## config.mk

```make
export PLATFORM = sky130hd
export DESIGN_NAME = car_alarm_chime_driver_flat
export DESIGN_NICKNAME = d
export VERILOG_FILES = /design/src/rtl/car_alarm_chime_driver_if.sv /design/src/rtl/car_alarm_chime_driver.sv /design/src/flat_wrapper.sv
export SDC_FILE = /design/constraint.sdc
export NUM_CORES = 1
export LEC_CHECK = 0
export CORE_MARGIN = 2
export CORE_UTILIZATION = 37
export CTS_BUF_LIST = sky130_fd_sc_hd__clkbuf_2
export DETAILED_ROUTE_END_ITERATION = 10
export GPL_TIMING_DRIVEN = 0
export PLACE_DENSITY = 0.66
export RECOVER_POWER = 100
export SLEW_MARGIN = 20
export SYNTH_ARGS = -nofsm -noshare
export SYNTH_HDL_FRONTEND = slang
export SYNTH_SLANG_ARGS = --single-unit
```

## constraint.sdc

```tcl
create_clock -name clk -period 2.03 [get_ports clk]
set_input_delay 0.406 -clock clk [delete_from_list [all_inputs] [get_ports clk]]
set_output_delay 0.406 -clock clk [all_outputs]
set_load 0.05 [all_outputs]
```

## src/rtl/car_alarm_chime_driver_if.sv

```systemverilog
// Chime driver bus: alarm/acknowledge inputs toward the driver, buzzer and status back.
//   CarAlarmSignal  alarm condition from the decoder (lights on, door open, ignition off)
//   DriverAck       level mute request from the driver
//   Buzzer          buzzer drive, 1 = sounding
//   ChimeActive     chime episode in progress
//   Muted           episode muted (acknowledged or beep budget spent)
//   BeepCount       beeps started in the current episode
interface car_alarm_chime_driver_if #(
  parameter int unsigned CNT_W = 4
);
  logic             CarAlarmSignal;
  logic             DriverAck;
  logic             Buzzer;
  logic             ChimeActive;
  logic             Muted;
  logic [CNT_W-1:0] BeepCount;

  // Tester / alarm decoder side.
  modport master (
    output CarAlarmSignal,
    output DriverAck,
    input  Buzzer,
    input  ChimeActive,
    input  Muted,
    input  BeepCount
  );

  // Chime driver side.
  modport slave (
    input  CarAlarmSignal,
    input  DriverAck,
    output Buzzer,
    output ChimeActive,
    output Muted,
    output BeepCount
  );
endinterface

```

## src/rtl/car_alarm_chime_driver.sv

```systemverilog
// Cabin chime driver: debounces the alarm condition, then sounds a bounded on/off
// beep train that the driver can mute.
//   clk    clock, rising edge
//   reset  synchronous active-high reset
//   bus    car_alarm_chime_driver_if.slave (alarm/ack in; Buzzer, ChimeActive,
//          Muted, BeepCount out -- all registered)
module car_alarm_chime_driver #(
  parameter int unsigned DEBOUNCE_CYC = 4,
  parameter int unsigned ON_CYC       = 8,
  parameter int unsigned OFF_CYC      = 8,
  parameter int unsigned MAX_BEEPS    = 3,
  parameter int unsigned CNT_W        = 4
) (
  input  logic                    clk,
  input  logic                    reset,
  car_alarm_chime_driver_if.slave bus
);

  localparam int unsigned ON_OFF_MAX = (ON_CYC > OFF_CYC) ? ON_CYC : OFF_CYC;
  localparam int unsigned MAX_CYC    = (DEBOUNCE_CYC > ON_OFF_MAX) ? DEBOUNCE_CYC : ON_OFF_MAX;
  localparam int unsigned TIMER_W    = $clog2(MAX_CYC + 1);

  // The entry edge into QUALIFY already counts as one high sample, so the
  // timer only needs to reach DEBOUNCE_CYC-2 while qualifying.
  localparam logic [TIMER_W-1:0] QUAL_LAST = TIMER_W'((DEBOUNCE_CYC >= 2) ? (DEBOUNCE_CYC - 2) : 0);
  localparam logic [TIMER_W-1:0] ON_LAST   = TIMER_W'(ON_CYC - 1);
  localparam logic [TIMER_W-1:0] OFF_LAST  = TIMER_W'(OFF_CYC - 1);
  localparam logic [CNT_W-1:0]   BEEP_MAX  = CNT_W'(MAX_BEEPS);

  typedef enum logic [2:0] {
    IDLE,
    QUALIFY,
    BEEP_ON,
    BEEP_OFF,
    MUTED
  } chimeState_t;

  chimeState_t        stateQ, stateNext;
  logic [TIMER_W-1:0] timerQ, timerNext;
  logic [CNT_W-1:0]   beepCountQ, beepCountNext;
  logic               buzzerQ, chimeActiveQ, mutedQ;

  logic alarm, ack;
  assign alarm = bus.CarAlarmSignal;
  assign ack   = bus.DriverAck;

  // State, counters and output registers; outputs track the next state so
  // they line up with the state register without an input->output path.
  always_ff @(posedge clk) begin
    if (reset) begin
      stateQ       <= IDLE;
      timerQ       <= '0;
      beepCountQ   <= '0;
      buzzerQ      <= 1'b0;
      chimeActiveQ <= 1'b0;
      mutedQ       <= 1'b0;
    end else begin
      stateQ       <= stateNext;
      timerQ       <= timerNext;
      beepCountQ   <= beepCountNext;
      buzzerQ      <= (stateNext == BEEP_ON);
      chimeActiveQ <= (stateNext != IDLE);
      mutedQ       <= (stateNext == MUTED);
    end
  end

  // Next-state: alarm low beats acknowledge, which beats timer expiry.
  always_comb begin
    stateNext = stateQ;
    case (stateQ)
      IDLE: begin
        if (alarm) stateNext = (DEBOUNCE_CYC == 1) ? BEEP_ON : QUALIFY;
      end
      QUALIFY: begin
        if (!alarm)                  stateNext = IDLE;
        else if (ack)                stateNext = MUTED;
        else if (timerQ == QUAL_LAST) stateNext = BEEP_ON;
      end
      BEEP_ON: begin
        if (!alarm)                stateNext = IDLE;
        else if (ack)              stateNext = MUTED;
        else if (timerQ == ON_LAST) stateNext = (beepCountQ == BEEP_MAX) ? MUTED : BEEP_OFF;
      end
      BEEP_OFF: begin
        if (!alarm)                 stateNext = IDLE;
        else if (ack)               stateNext = MUTED;
        else if (timerQ == OFF_LAST) stateNext = BEEP_ON;
      end
      MUTED: begin
        if (!alarm) stateNext = IDLE;
      end
      default: stateNext = IDLE;
    endcase
  end

  // Timer restarts on every state change and saturates instead of wrapping.
  always_comb begin
    timerNext = timerQ;
    if (stateNext != stateQ)  timerNext = '0;
    else if (timerQ != '1)    timerNext = timerQ + TIMER_W'(1);
  end

  // Beep count starts fresh when an episode leaves IDLE and bumps on each beep start.
  always_comb begin
    beepCountNext = beepCountQ;
    if (stateQ == IDLE && stateNext != IDLE) beepCountNext = '0;
    if (stateNext == BEEP_ON && stateQ != BEEP_ON) beepCountNext = beepCountNext + CNT_W'(1);
  end

  assign bus.Buzzer      = buzzerQ;
  assign bus.ChimeActive = chimeActiveQ;
  assign bus.Muted       = mutedQ;
  assign bus.BeepCount   = beepCountQ;

endmodule

```

## src/flat_wrapper.sv

```systemverilog
// flat-port wrapper written by rule: the top's interface ports become plain ports
module car_alarm_chime_driver_flat 
#(
  parameter int unsigned DEBOUNCE_CYC = 4,
  parameter int unsigned ON_CYC       = 8,
  parameter int unsigned OFF_CYC      = 8,
  parameter int unsigned MAX_BEEPS    = 3,
  parameter int unsigned CNT_W        = 4
)
  (clk, reset, bus_CarAlarmSignal, bus_DriverAck, bus_Buzzer, bus_ChimeActive, bus_Muted, bus_BeepCount);
  car_alarm_chime_driver_if #(.CNT_W(CNT_W)) bus_i ();
  input  logic clk;
  input  logic reset;
  input wire logic [$bits(bus_i.CarAlarmSignal)-1:0] bus_CarAlarmSignal;
  input wire logic [$bits(bus_i.DriverAck)-1:0] bus_DriverAck;
  output wire logic [$bits(bus_i.Buzzer)-1:0] bus_Buzzer;
  output wire logic [$bits(bus_i.ChimeActive)-1:0] bus_ChimeActive;
  output wire logic [$bits(bus_i.Muted)-1:0] bus_Muted;
  output wire logic [$bits(bus_i.BeepCount)-1:0] bus_BeepCount;
  assign bus_i.CarAlarmSignal = bus_CarAlarmSignal;
  assign bus_i.DriverAck = bus_DriverAck;
  assign bus_Buzzer = bus_i.Buzzer;
  assign bus_ChimeActive = bus_i.ChimeActive;
  assign bus_Muted = bus_i.Muted;
  assign bus_BeepCount = bus_i.BeepCount;
  car_alarm_chime_driver #(.DEBOUNCE_CYC(DEBOUNCE_CYC), .ON_CYC(ON_CYC), .OFF_CYC(OFF_CYC), .MAX_BEEPS(MAX_BEEPS), .CNT_W(CNT_W)) u_core (.clk(clk), .reset(reset), .bus(bus_i));
endmodule
```

==> results.json <==
{
  "peakVddDrop_mv": 0.397,
  "synth_edf_count": 0,
  "grt_max_degree": 11,
  "critPathMaxFanout": 7,
  "rsz0062_at_grt": "false",
  "drt-wirelength-per-cell_um": 13.8,
  "pre_cts_slack_ns": -0.527,
  "worst_skew_pair.late_latency_ns": 0.28,
  "finalNetCount": 124,
  "fillers": 255,
  "hold_slack_ns": 0.515,
  "fin_util": 0.443,
  "p_leak_nw": 0.401,
  "numCtsBuffers": 3,
  "power_density_mw_per_mm2": 456,
  "synth_top_area_cell": "dfxtp_1",
  "ys_warn_count": 0,
  "syn_nets": 108,
  "synth.area.top_cells": "dfxtp_1, ha_1, nor3_1, o21ai_0, clkbuf_8",
  "required_ns": 2.22,
  "floorplan.rows": 18,
  "die-height_um": 54.0,
  "crit_path_start_kind": "input pin",
  "crit_type": "input pin to flip-flop",
  "syn_area_um2": 925,
  "fin_crit_sh": 0.965,
  "fin_crit_ns": 1.96,
  "final_max_slew_viol_count": 0,
  "grt_pass1_vias": 703,
  "finalNonFillerCells": 144,
  "drtPass1Iterations": 4,
  "finalHoldViolCount": 0,
  "dp_hpwl_um": 1420,
  "placedCellCount": 140,
  "area.growth.synth_to_final_pct": 16.5,
  "synth_top_area_share": 0.303,
  "drc": 0,
  "syn_inst": 100,
  "grt.total_usage": 0.151,
  "cts.path.max_buffers": 2,
  "start_util": 0.380,
  "avgSynthCellArea_um2": 9.25,
  "clock_sinks": 14,
  "cts_tree": "built",
  "vias": 827,
  "drive_above_1_share": 0.140,
  "dieWidth_um": 54.0,
  "core-area_mm2": 0.00243,
  "grt_overflow": 0,
  "viasPerCell": 5.74,
  "maxCapViolations": 0,
  "fin_skew_ns": 0.00108,
  "crit_path_end_kind": "flip-flop",
  "n_antenna_cell": 0,
  "drtIter0Drc": 28,
  "synthFlopType": "dfxtp_1",
  "synth.ff_latch_count": 14,
  "finalSetupViolCount": 0,
  "fmaxAchievable_mhz": 510,
  "clockRootBuffer": "clkbuf_2",
  "dieArea_mm2": 0.00291,
  "setup_tns_ns": 0,
  "status": "complete, no violations",
  "fin_ws_ns": 0.0711,
  "path_clk_slew_ns": 0.13,
  "drt_wl_total_um": 1980,
  "globalplace.congestion": 0.906,
  "critical_path_arrival_ns": 2.15,
  "cts_htree_levels": 1,
  "grt_pass1_wl_um": 3150,
  "holdCritPathClass": "flip-flop to flip-flop",
  "pin_count": 11,
  "tightestPinTransition_ns": 0.528,
  "port_buffers": 10,
  "synth_cell_type_count": 47,
  "slew_headroom": 0.639,
  "antenna_found_initial": 0,
  "ys_seq_area_frac": 0.303,
  "ant_nets": 0,
  "synthArstFlopShare": 0
}
## repair_timing
| action | 4_1_cts | 5_1_grt |
|---|---|---|
| gates resized for setup | 2 | 0 |
| hold buffers | 0 | 0 |
| buffers inserted | 1 | 0 |
| endpoints found under the hold margin | 0 | 0 |
| setup endpoints to repair | 1 | 0 |
## kinds of logic after synthesis
logic type,Yosys count,synth area share
AND/OR/NAND/NOR,43,0.321
XOR/XNOR,1,0.00947
AO/OA/AOI/OAI,26,0.211
adder cells (fa/ha/maj),4,0.0541
flip-flops,14,0.303
multiplexers,2,0.0230
buffers and inverters,10,0.0785
## Yosys cell counts (2+ instances only)
library cell / count
dfxtp_1: 14
clkbuf_8: 2
a21oi_1: 2
nor2_1: 5
a21boi_0: 2
nor4bb_1: 2
nand2_1: 6
buf_6: 2
nand3_1: 5
and2b_1: 2
nand2b_1: 2
o21ai_0: 6
or3_1: 2
nor3_1: 7
inv_1: 6
ha_1: 4
## sequential cells by signal, summed over array words and instances (netlist names)
signal and count:
u_core.stateQ 3, u_core.bus.ChimeActive 1, u_core.bus.Buzzer 1, u_core.bus.Muted 1, u_core.bus.BeepCount 4, u_core.timerQ 4
## layout make-up
type	count	area, um2	share of cell area
plain buffers	4	50.0	0.0465
inverters	6	22.5	0.0209
well taps	30	37.5	0.0348
clock buffers	3	15.0	0.0139
flip-flops and latches	14	280	0.260
multi-input cells	76	566	0.525
repair buffers	11	106	0.0987
## worst paths after layout
path              slack (ns)  depth (start not counted)                 endpoint                     from
setup / recovery        0.07                          5  u_core.bus.BeepCount[2]            bus_DriverAck
hold / removal          0.52                          2  u_core.bus.BeepCount[3]  u_core.bus.BeepCount[3]
setup reg to reg        0.15                          6  u_core.bus.BeepCount[1]         u_core.stateQ[2]
hold reg to reg         0.52                          2  u_core.bus.BeepCount[3]  u_core.bus.BeepCount[3]
## per-layer routing
layer | track usage | vias to the layer above | share of wire
met1 | 0.194 | 392 | 0.46
met4 | 0.0458 | 0 | 0.018
met5 | 0 | - | 0
met3 | 0.0611 | 6 | 0.063
met2 | 0.232 | 26 | 0.46
li1 | - | 403 | -
## cells in the final DEF, fill, tap and decap left out, types with 2 or more instances in the layout
cell type	n
nor2_1	5
clkbuf_8	2
nand2_1	6
nand2b_1	2
a21oi_1	2
o21ai_0	6
clkbuf_2	3
a21boi_0	2
buf_6	2
nor4bb_1	2
nor3_1	7
or3_1	2
clkdlybuf4s50_1	4
inv_1	6
ha_1	4
and2b_1	2
dfxtp_1	14
dlygate4sd3_1	5
nand3_1	5
## per-stage QoR
stage          area [um2]  power [mW]
3_5_place_dp         1060       0.363
3_3_place_gp         1060       0.363
4_1_cts              1090       0.497
6_report             1080       0.491
5_1_grt              1080       0.513
2_1_floorplan         925       0.339
## worst max-delay path, cell delays in order
cell and delay [ns]:
dlygate4sd3_1 0.63, and4bb_2 0.35, o21ai_1 0.18, a211o_1 0.33, a32o_1 0.26
## power breakdown
part           switching, mW  internal [mW]  total [mW]  leakage, nW
combinational         0.0397         0.0313      0.0710        0.275
clock                 0.0921         0.0403       0.132       0.0125
sequential           0.00688          0.281       0.288        0.114
total                  0.139          0.352       0.491        0.401
(Power assumes the default switching activity.)
